**src/rtl/irq_controller.sv**
```systemverilog
// External interrupt controller: edge-detects NSRC lines into pending bits, masks them,
// picks the lowest-index active source and holds ExtIRQ until the core acknowledges.
module irq_controller #(
    parameter int             N         = 64,
    parameter int             NSRC      = 4,
    parameter logic [N-1:0]   MASK_ADDR = 'h400,
    parameter logic [N-1:0]   CLR_ADDR  = 'h408,
    localparam int            IDW       = $clog2(NSRC)
) (
    input  logic              clk,
    input  logic              reset,
    input  logic [NSRC-1:0]   irq_src,
    input  logic [N-1:0]      DM_addr,
    input  logic [N-1:0]      DM_writeData,
    input  logic              DM_writeEnable,
    input  logic              ExtIAck,
    output logic              ExtIRQ,
    output logic [IDW-1:0]    irq_id,
    output logic [NSRC-1:0]   pending,
    output logic [NSRC-1:0]   overrun
);

    typedef enum logic [1:0] {IDLE, REQ, ACKD} state_t;

    state_t            state_q, state_d;
    logic              ext_irq_q, ext_irq_d;
    logic [IDW-1:0]    irq_id_q, irq_id_d;
    logic [NSRC-1:0]   src_q;
    logic [NSRC-1:0]   pending_q, pending_d;
    logic [NSRC-1:0]   overrun_q, overrun_d;
    logic [NSRC-1:0]   mask_q, mask_d;

    logic [NSRC-1:0]   rise, active, ack_clr, clr_pend, clr_ovr, clr;
    logic              mask_wr, clr_wr;
    logic [IDW-1:0]    winner;

    always_comb begin
        rise     = irq_src & ~src_q;
        mask_wr  = DM_writeEnable && (DM_addr == MASK_ADDR);
        clr_wr   = DM_writeEnable && (DM_addr == CLR_ADDR);
        clr_pend = clr_wr ? DM_writeData[NSRC-1:0]      : '0;
        clr_ovr  = clr_wr ? DM_writeData[2*NSRC-1:NSRC] : '0;

        ack_clr = '0;
        if (state_q == REQ && ExtIAck)
            ack_clr[irq_id_q] = 1'b1;
        clr = clr_pend | ack_clr;

        // A new edge always wins over any clear landing in the same cycle.
        pending_d = rise | (pending_q & ~clr);
        overrun_d = (rise & pending_q & ~clr) | (overrun_q & ~clr_ovr);
        mask_d    = mask_wr ? DM_writeData[NSRC-1:0] : mask_q;

        active = pending_q & mask_q;
        winner = '0;
        for (int i = NSRC - 1; i >= 0; i--)
            if (active[i])
                winner = IDW'(i);

        state_d   = state_q;
        ext_irq_d = ext_irq_q;
        irq_id_d  = irq_id_q;
        case (state_q)
            IDLE: if (active != '0) begin
                irq_id_d  = winner;
                ext_irq_d = 1'b1;
                state_d   = REQ;
            end
            // Once raised, the request is held until acknowledged, whatever mask/CLR do.
            REQ: if (ExtIAck) begin
                ext_irq_d = 1'b0;
                state_d   = ACKD;
            end
            ACKD: if (!ExtIAck)
                state_d = IDLE;
            default: begin
                state_d   = IDLE;
                ext_irq_d = 1'b0;
            end
        endcase
    end

    always_ff @(posedge clk) begin
        src_q <= irq_src;
        if (reset) begin
            state_q   <= IDLE;
            ext_irq_q <= 1'b0;
            irq_id_q  <= '0;
            pending_q <= '0;
            overrun_q <= '0;
            mask_q    <= '1;
        end else begin
            state_q   <= state_d;
            ext_irq_q <= ext_irq_d;
            irq_id_q  <= irq_id_d;
            pending_q <= pending_d;
            overrun_q <= overrun_d;
            mask_q    <= mask_d;
        end
    end

    assign ExtIRQ  = ext_irq_q;
    assign irq_id  = irq_id_q;
    assign pending = pending_q;
    assign overrun = overrun_q;

endmodule

```
**config.mk**
```make
export PLATFORM = sky130hd
export DESIGN_NAME = irq_controller
export DESIGN_NICKNAME = d
export VERILOG_FILES = /design/src/rtl/irq_controller.sv
export SDC_FILE = /design/constraint.sdc
export NUM_CORES = 1
export LEC_CHECK = 0
export ABC_CLOCK_PERIOD_IN_PS = 4700
export BUFFER_PORTS_ARGS = -buffer_cell sky130_fd_sc_hd__buf_2
export CAP_MARGIN = 0
export CORE_UTILIZATION = 30
export DETAILED_ROUTE_END_ITERATION = 16
export PLACE_DENSITY = 0.8
export SLEW_MARGIN = 20
export SYNTH_ARGS = -nofsm -noshare
export SYNTH_HDL_FRONTEND = slang
export SYNTH_SLANG_ARGS = --single-unit
```
**constraint.sdc**
```tcl
create_clock -name clk -period 4.7 [get_ports clk]
set_input_delay 0.94 -clock clk [delete_from_list [all_inputs] [get_ports clk]]
set_output_delay 0.94 -clock clk [all_outputs]
set_load 0.005 [all_outputs]
```
# Word-level counts from Yosys, hierarchy flattened

Cells that the tools add are included.

Order comparisons: 2
Equal/unequal tests: 7
Multiplexer cells: 16
Bitwise operators: 13
Reductions and logical operators: 9

Operators with widths:

| cell                 | count |
|---|---|
| $eq 64x11->1 const B | 2 |
| $and 4x4->4          | 6 |
| $mux 2               | 7 |
| $mux 4               | 3 |
| $not 4->4            | 3 |
| $or 4x4->4           | 3 |
| $ne 2x2->1 const B   | 3 |
| $pmux 2 s3           | 1 |
| $reduce_and 3->1     | 2 |
| $logic_and 1x1->1    | 4 |
| $reduce_bool 4->1    | 1 |
| $lt 2x3->1 const B   | 1 |
| $mux 1               | 3 |
| $pmux 1 s3           | 1 |
| $demux 1 s2          | 1 |
| $eq 2x1->1 const B   | 1 |
| $eq 2x2->1 const B   | 1 |
| $ge 2x1->1 const B   | 1 |
| $logic_not 2->1      | 1 |
| $reduce_and 2->1     | 1 |
| $not 1->1            | 1 |

Bits in registers: 21
Bits of input ports: 136
Output and inout port bits: 11

# Longest topological paths before layout

Gate-level depths: netlist (run 1).

Word-level depth: 9
Mapped depth: 6
Mapped depth without buffers: 5

# Worst setup path after synthesis (run 1)

OpenSTA, ideal clock, no wires.

Path type: input port to flip-flop
Start point: in DM_addr[60]
End point: reg overrun_q[2] (netlist: overrun[2])
Setup time: 0.116 ns
Arrival: 2.054 ns
Required time: 4.584 ns
Slack: 2.530 ns
Stages: 6
Buffers on the path: 1
Path through: nor4b_1 -> nand4_1 -> nor4_2 -> buf_4 -> nand3_1 -> a31o_1

Longest elaborated chain between the ends: 7
Elaborated cells between the ends (all ways): 10
Those cells by class: eq/ne (1); mux (2); bitwise (6); reduce/logical (1)

RTL lines:

| element                | RTL line | RTL |
|---|---|---|
| start: declaration     | 13       | `input logic [N-1:0] DM_addr,` |
| $eq 64x11->1 (*)       | 40       | `clr_wr = DM_writeEnable && (DM_addr == CLR_ADDR);` |
| $logic_and 1x1->1 (*)  | 40       |  |
| $mux 4                 | 41       | `clr_pend = clr_wr ? DM_writeData[NSRC-1:0] : '0;` |
| $or 4x4->4             | 47       | `clr = clr_pend \| ack_clr;` |
| $not 4->4              | 51       | `overrun_d = (rise & pending_q & ~clr) \| (overrun_q & ~clr_ovr);` |
| $and 4x4->4            | 51       |  |
| $or 4x4->4 (*)         | 51       |  |
| end signal: assignment | 97       | `overrun_q <= overrun_d;` |
| end: declaration       | 30       | `logic [NSRC-1:0] overrun_q, overrun_d;` |

Mark *: on every way between the ends. The rest lies on a longest branch, timed or not.
A chain may end at the register's enable or synchronous reset.

# Worst setup path in the final report (run 1)

Start point: in DM_addr[32]
End point: reg mask_q[1]

Longest elaborated chain between the ends: 2

RTL lines:

| element                | RTL line | RTL |
|---|---|---|
| $eq 64x11->1           | 39       | `mask_wr = DM_writeEnable && (DM_addr == MASK_ADDR);` |
| $logic_and 1x1->1      | 39       |  |
| end signal: assignment | 98       | `mask_q <= mask_d;` |
| end: declaration       | 31       | `logic [NSRC-1:0] mask_q, mask_d;` |

Every way passes these cells.

==> results of run 1 <==
power by group through the flow:
stage | logic [mW] | clock network (mW) | registers [mW]
after CTS | 0.0798 | 0.0874 | 0.200
final | 0.0795 | 0.0867 | 0.200
after floorplan | 0.0300 | 0 | 0.203
after detailed placement | 0.0796 | 0 | 0.204
after global routing | 0.0890 | 0.0948 | 0.202
after global placement | 0.0776 | 0 | 0.204
routing by layer:
layer,vias to the layer above,global-route usage,part of all wire
li1,632,-,-
met1,575,0.198,0.39
met2,81,0.359,0.52
met3,4,0.0192,0.087
met4,0,0.0617,0.0045
met5,-,0,0
synthesized netlist by cell type (2+ instances only):
| master | instances | area share |
|---|---|---|
| nand2_1 | 11 | 0.040 |
| nand4_1 | 4 | 0.024 |
| nand3_1 | 2 | 0.0097 |
| o41ai_1 | 2 | 0.017 |
| o31ai_1 | 3 | 0.022 |
| dfxtp_1 | 21 | 0.41 |
| nor4_2 | 4 | 0.049 |
| a311oi_1 | 3 | 0.026 |
| nor4_1 | 11 | 0.067 |
| nor2_1 | 13 | 0.047 |
| mux2i_1 | 4 | 0.039 |
| o21ai_0 | 4 | 0.019 |
| and3_1 | 5 | 0.030 |
| a21oi_1 | 4 | 0.019 |
| inv_1 | 3 | 0.011 |
| a31o_1 | 2 | 0.017 |
| nor4b_1 | 2 | 0.017 |
logic make-up (layout without fill, tap and decap cells):
group	Yosys count	count (layout)
flip-flops	21	21
AND/OR/NAND/NOR	58	58
AO/OA/AOI/OAI	26	26
buffers and inverters	8	98
multiplexers	4	4
XOR/XNOR	1	1
final cells by class:
| class | count | area, sq um | area share |
|---|---|---|---|
| Timing Repair Buffer | 91 | 458 | 0.297 |
| Clock buffer | 3 | 22.5 | 0.0146 |
| Inverter | 3 | 11.3 | 0.00731 |
| Sequential cell | 21 | 420 | 0.273 |
| Multi-Input combinational cell | 89 | 569 | 0.369 |
| Tap cell | 44 | 55.1 | 0.0357 |
| Clock inverter | 1 | 5.00 | 0.00325 |
critical path: stages:
cell	delay [ns]
buf_2	0.10
nor4_1	0.33
nand4_1	0.16
nor4_2	0.29
buf_4	0.22
nor2b_1	0.42
mux2i_1	0.23
worst max-delay path by stage:
stage | start | to | cells past startpoint
6_report | DM_addr[32] | mask_q[1] | 7
5_1_grt | DM_addr[34] | mask_q[1] | 7
4_1_cts | DM_addr[32] | mask_q[1] | 7
3_5_place_dp | DM_addr[32] | mask_q[0] | 7
3_3_place_gp | DM_addr[34] | mask_q[3] | 7
2_1_floorplan | DM_addr[60] | overrun[2] | 6
flip-flops by register name (all words and copies together), names as in the netlist:
register and count:
mask_q 4, overrun 4, pending 4, src_q 4, irq_id 2, state_q 2, ExtIRQ 1
==> results.py, run 1 <==
metrics = {
    "synth": {
        "synth_seq_area_share": 0.409,
        "yosys_warnings": 0,
        "ys_types": 37,
        "synth_edf_count": 0,
        "yosys.area_share.simple": 0.324,
        "synth_top_family_by_area": "simple AND/OR/NAND/NOR gates",
        "ys_ff_latch": 21,
        "postSynthCellCount": 118,
        "ys.flop_type": "dfxtp_1",
        "synth_fa_ha_area_frac": 0,
        "synth_area_per_cell_sq_um": 8.72,
        "yosys.area_share.xor_xnor": 0.00852,
        "muxShareOfSynthArea": 0.0389,
        "syn-num-nets": 254,
        "ys_async_sr_fraction": 0,
        "synth_compound_area_frac": 0.182,
        "syn_area_sq_mm": 0.00103,
    },
    "power": {
        "fin_total_pwr_mw": 0.366,
        "p_leak_nw": 0.717,
        "vdd_drop_max_mv": 0.0876,
        "p_seq_frac": 0.546,
        "combPwrFrac": 0.217,
        "intPower_mw": 0.265,
        "switching_power_mw": 0.101,
        "switching_share": 0.276,
        "clock_power_share": 0.237,
        "powerDensity_mw_per_mm2": 238,
    },
    "placed_design": {
        "gp_congestion": 0.837,
        "place_inst": 248,
        "portBuffers": 90,
        "hpwlAfterDp_mm": 2.81,
        "dpl_cell_area_sq_mm": 0.00151,
        "place_ws_ns": 1.91,
    },
    "sta": {
        "setup_tns_ns": 0,
        "worst_slew_pin_slew_ns": 0.506,
        "holdWs_ns": 0.460,
        "rsz0062_at_grt": "no",
        "period_share": 0.520,
        "skew_ns": 0.0168,
        "max_slew_margin": 0.659,
        "setup_viol": 0,
        "maxSlewViolCount": 0,
        "hold_viol_final": 0,
        "min_period_ns": 2.45,
        "setup_ws_ns": 2.25,
        "fmax_mhz": 409,
    },
    "die": {
        "io_pins": 147,
        "die_w_microns": 60.6,
        "fp.dieH_microns": 60.6,
        "fp-row-count": 20,
        "fp.dieArea_sq_mm": 0.00367,
        "initial_utilization": 0.326,
        "core-area_sq_mm": 0.00315,
    },
    "cells_and_area": {
        "mostFrequentLayoutCells": "buf_2 (90), dfxtp_1 (21), nor2_1 (13), nand2_1 (11), nor4_1 (11)",
        "insertedDiodeCount": 0,
        "fin_util": 0.489,
        "syn_to_final_growth_pct": 49.9,
        "stdcell_count": 252,
        "layout-drive-gt1-share": 0.481,
        "final_common_cell": "buf_2",
        "design_area_sq_mm": 0.00154,
        "nets": 345,
        "nFillCells": 344,
    },
    "grt": {
        "grt_pass1_vias": 1175,
        "grt_pass1_wl_mm": 4.89,
        "track_usage": 0.182,
        "overflow": 0,
        "grt_max_degree": 23,
        "antenna_found_initial": 0,
    },
    "worst_setup_path": {
        "crit_fanout": 11,
        "ff2ff_setup_slack_ns": 3.25,
        "reg2reg_from": "state_q[0]",
        "crit_required_ns": 4.93,
        "cp-end-kind": "flip-flop",
        "critPathKind": "primary input to flip-flop",
        "cp-start-kind": "primary input",
        "reg2reg_to": "overrun[0]",
        "rr_worst_depth": 5,
        "crit_arrival_ns": 2.68,
    },
    "route": {
        "wl_per_cell_microns": 13.3,
        "num_vias": 1292,
        "drt-initial-drc-count": 37,
        "final_antenna_net_count": 0,
        "drt-total-wl_mm": 3.35,
        "drtPass1Iterations": 4,
        "vias_per_cell": 5.13,
        "drc": 0,
    },
    "hold_path": {
        "min_from": "ExtIRQ",
        "hold_path_class": "flip-flop to flip-flop",
        "min_to": "ExtIRQ",
        "hold_depth": 2,
    },
    "clock_network": {
        "clk_pin_slew_ns": 0.13,
        "cts.path.max_buffers": 2,
        "insertion_delay_ns": 0.31,
        "numCtsBuffers": 3,
        "htreeDepth": 1,
        "ctsResizeCount": 0,
        "postCtsSetupRepairBufs": 0,
        "clock-sinks": 21,
        "cts-root-buf": "clkbuf_4",
        "cts_hold_buf": 0,
        "cts_tree": "yes",
    },
    "run": {
        "maxCapViolCount": 0,
    },
    "status": {
        "status": "finished, final reports clean",
    },
}
No activity file was read; power rests on OpenSTA's default activity.
==> run 2, diff against run 1 <==
Settings changed: ABC_CLOCK_PERIOD_IN_PS 4700 to 2100, CORE_UTILIZATION 30 to 27, PLACE_DENSITY 0.8 to 0.76.
Clock period 4.7 ns to 2.1 ns, I/O delays scaled along.
==> run 2 against run 1 <==
  * Critical path depth grew 1
  * Combinational power rose by 120%
  * Total power increased by 140%
==> results.py, run 2 (same netlist as run 1, synthesis figures left out) <==
metrics = {
    "route": {
        "drt-total-wl_mm": 2.82,
        "drc": 0,
        "drtPass1Iterations": 4,
        "final_antenna_net_count": 0,
        "vias_per_cell": 4.82,
        "wl_per_cell_microns": 11.0,
        "num_vias": 1238,
        "drt-initial-drc-count": 38,
    },
    "die": {
        "initial_utilization": 0.281,
        "core-area_sq_mm": 0.00366,
        "die_w_microns": 63.7,
        "fp.dieArea_sq_mm": 0.00406,
        "fp-row-count": 22,
        "io_pins": 147,
        "fp.dieH_microns": 63.7,
    },
    "power": {
        "intPower_mw": 0.657,
        "switching_share": 0.247,
        "powerDensity_mw_per_mm2": 555,
        "switching_power_mw": 0.216,
        "p_leak_nw": 0.728,
        "vdd_drop_max_mv": 0.214,
        "p_seq_frac": 0.513,
        "combPwrFrac": 0.200,
        "clock_power_share": 0.287,
    },
    "status": {
        "status": "finished, final reports clean",
    },
    "cells_and_area": {
        "nets": 346,
        "insertedDiodeCount": 0,
        "nFillCells": 372,
        "stdcell_count": 257,
        "syn_to_final_growth_pct": 52.8,
        "mostFrequentLayoutCells": "buf_2 (90), dfxtp_1 (21), nor2_1 (13), nand2_1 (11), nor4_1 (11)",
        "final_common_cell": "buf_2",
        "layout-drive-gt1-share": 0.478,
    },
    "grt": {
        "track_usage": 0.153,
        "antenna_found_initial": 0,
        "grtUsageMet1": 0.183,
        "grt_max_degree": 23,
        "overflow": 0,
        "met2_usage": 0.266,
        "top_usage_layer": "met2",
        "grt_pass1_vias": 1177,
        "grt_pass1_wl_mm": 4.91,
        "grt_util_met3": 0.0254,
    },
    "sta": {
        "fmax_mhz": 570,
        "min_period_ns": 1.75,
        "hold_viol_final": 0,
        "worst_slew_pin_slew_ns": 0.478,
        "skew_ns": 0.000596,
        "rsz0062_at_grt": "no",
        "max_slew_margin": 0.678,
        "holdWs_ns": 0.282,
        "maxSlewViolCount": 0,
        "setup_viol": 0,
        "period_share": 0.835,
        "setup_tns_ns": 0,
        "setup_ws_ns": 0.346,
    },
    "worst_setup_path": {
        "slowest_delay_ns": 0.29,
        "critPathMostFrequentCell": "buf_4",
        "reg2reg_to": "overrun[0]",
        "crit_arrival_ns": 1.94,
        "crit_required_ns": 2.28,
        "rr_worst_depth": 5,
        "crit_path_start": "DM_addr[32]",
        "crit_path_end": "mask_q[3]",
        "cp.buffers_inverters": 3,
        "ff2ff_setup_slack_ns": 0.63,
        "crit_family": "simple AND/OR/NAND/NOR gates",
        "cp-start-kind": "primary input",
        "reg2reg_from": "state_q[0]",
        "cp_cell_sequence": "buf_2, nor4_1, nand4_1, nor4_2, buf_4, nor2b_1, buf_4, mux2i_1",
        "cp.depth": 8,
        "cp-end-kind": "flip-flop",
        "crit_slowest_cell": "nor4_2",
        "crit_fanout": 11,
        "critPathKind": "primary input to flip-flop",
    },
    "placed_design": {
        "portBuffers": 90,
        "place_ws_ns": 0.0621,
        "hpwlAfterDp_mm": 2.33,
        "place_inst": 253,
        "gp_congestion": 0.743,
    },
    "clock_network": {
        "cts_tree": "yes",
        "postCtsSetupRepairBufs": 0,
        "cts.path.max_buffers": 2,
        "numCtsBuffers": 3,
        "clk_pin_slew_ns": 0.07,
        "htreeDepth": 1,
        "clock-sinks": 21,
        "cts_hold_buf": 0,
        "ctsResizeCount": 0,
        "cts-root-buf": "clkbuf_8",
        "insertion_delay_ns": 0.25,
    },
    "hold_path": {
        "hold_path_class": "primary input to flip-flop",
    },
    "run": {
        "maxCapViolCount": 0,
    },
}
## run 2: cell types whose count changed in the layout (fill, tap and decap cells not counted)
cell / before / now
clkinv_2: 1 / 0
clkbuf_8: 0 / 3
buf_4: 1 / 2
clkbuf_4: 3 / 0
clkbuf_1: 0 / 1
## run 2: cell type report
class / instances / area, sq um / share of cell area
multi-input cells: 89 / 569 / 0.362
repair buffers: 92 / 465 / 0.296
flip-flops and latches: 21 / 420 / 0.268
well taps: 48 / 60.1 / 0.0382
clock buffers: 4 / 45.0 / 0.0287
inverters: 3 / 11.3 / 0.00717
## run 2: metrics by stage
| stage | power (mW) | utilization | area (sq um) |
|---|---|---|---|
| floorplan | 0.522 | - | 1030 |
| global placement | 0.628 | 0.417 | 1530 |
| detailed placement | 0.632 | 0.417 | 1530 |
| CTS | 0.886 | 0.429 | 1570 |
| global route | 0.929 | 0.429 | 1570 |
| finish | 0.873 | 0.429 | 1570 |
## run 2: worst min path at each step
| stage | slack (ns) | end | start | cells past startpoint |
|---|---|---|---|---|
| floorplan | 0.45 | src_q[0] | irq_src[0] | 0 |
| global placement | 0.44 | ExtIRQ | ExtIRQ | 2 |
| detailed placement | 0.45 | ExtIRQ | ExtIRQ | 2 |
| CTS | 0.27 | src_q[3] | irq_src[3] | 1 |
| global route | 0.27 | src_q[2] | irq_src[2] | 1 |
| finish | 0.28 | src_q[0] | irq_src[0] | 1 |
## run 2: worst register-to-register path: cells and delay by family, from the launching register on
| family | cells | cell delay, ns |
|---|---|---|
| flip-flops | 1 | 0.42 |
| AND/OR/NAND/NOR | 3 | 0.52 |
| AO/OA/AOI/OAI | 2 | 0.42 |
## run 2: power by group through the flow
stage | sequential, mW | combinational, mW | clock, mW
6_report | 0.448 | 0.174 | 0.251
5_1_grt | 0.451 | 0.197 | 0.281
4_1_cts | 0.447 | 0.176 | 0.263
3_5_place_dp | 0.457 | 0.175 | 0
3_3_place_gp | 0.456 | 0.171 | 0
2_1_floorplan | 0.455 | 0.0671 | 0
## run 2: layer usage
| layer | wire (microns) | share of wire | vias up |
|---|---|---|---|
| met5 | 0 | 0 | - |
| met4 | 29 | 0.010 | 0 |
| met3 | 147 | 0.052 | 4 |
| met2 | 1350 | 0.48 | 47 |
| met1 | 1300 | 0.46 | 546 |
| li1 | - | - | 641 |
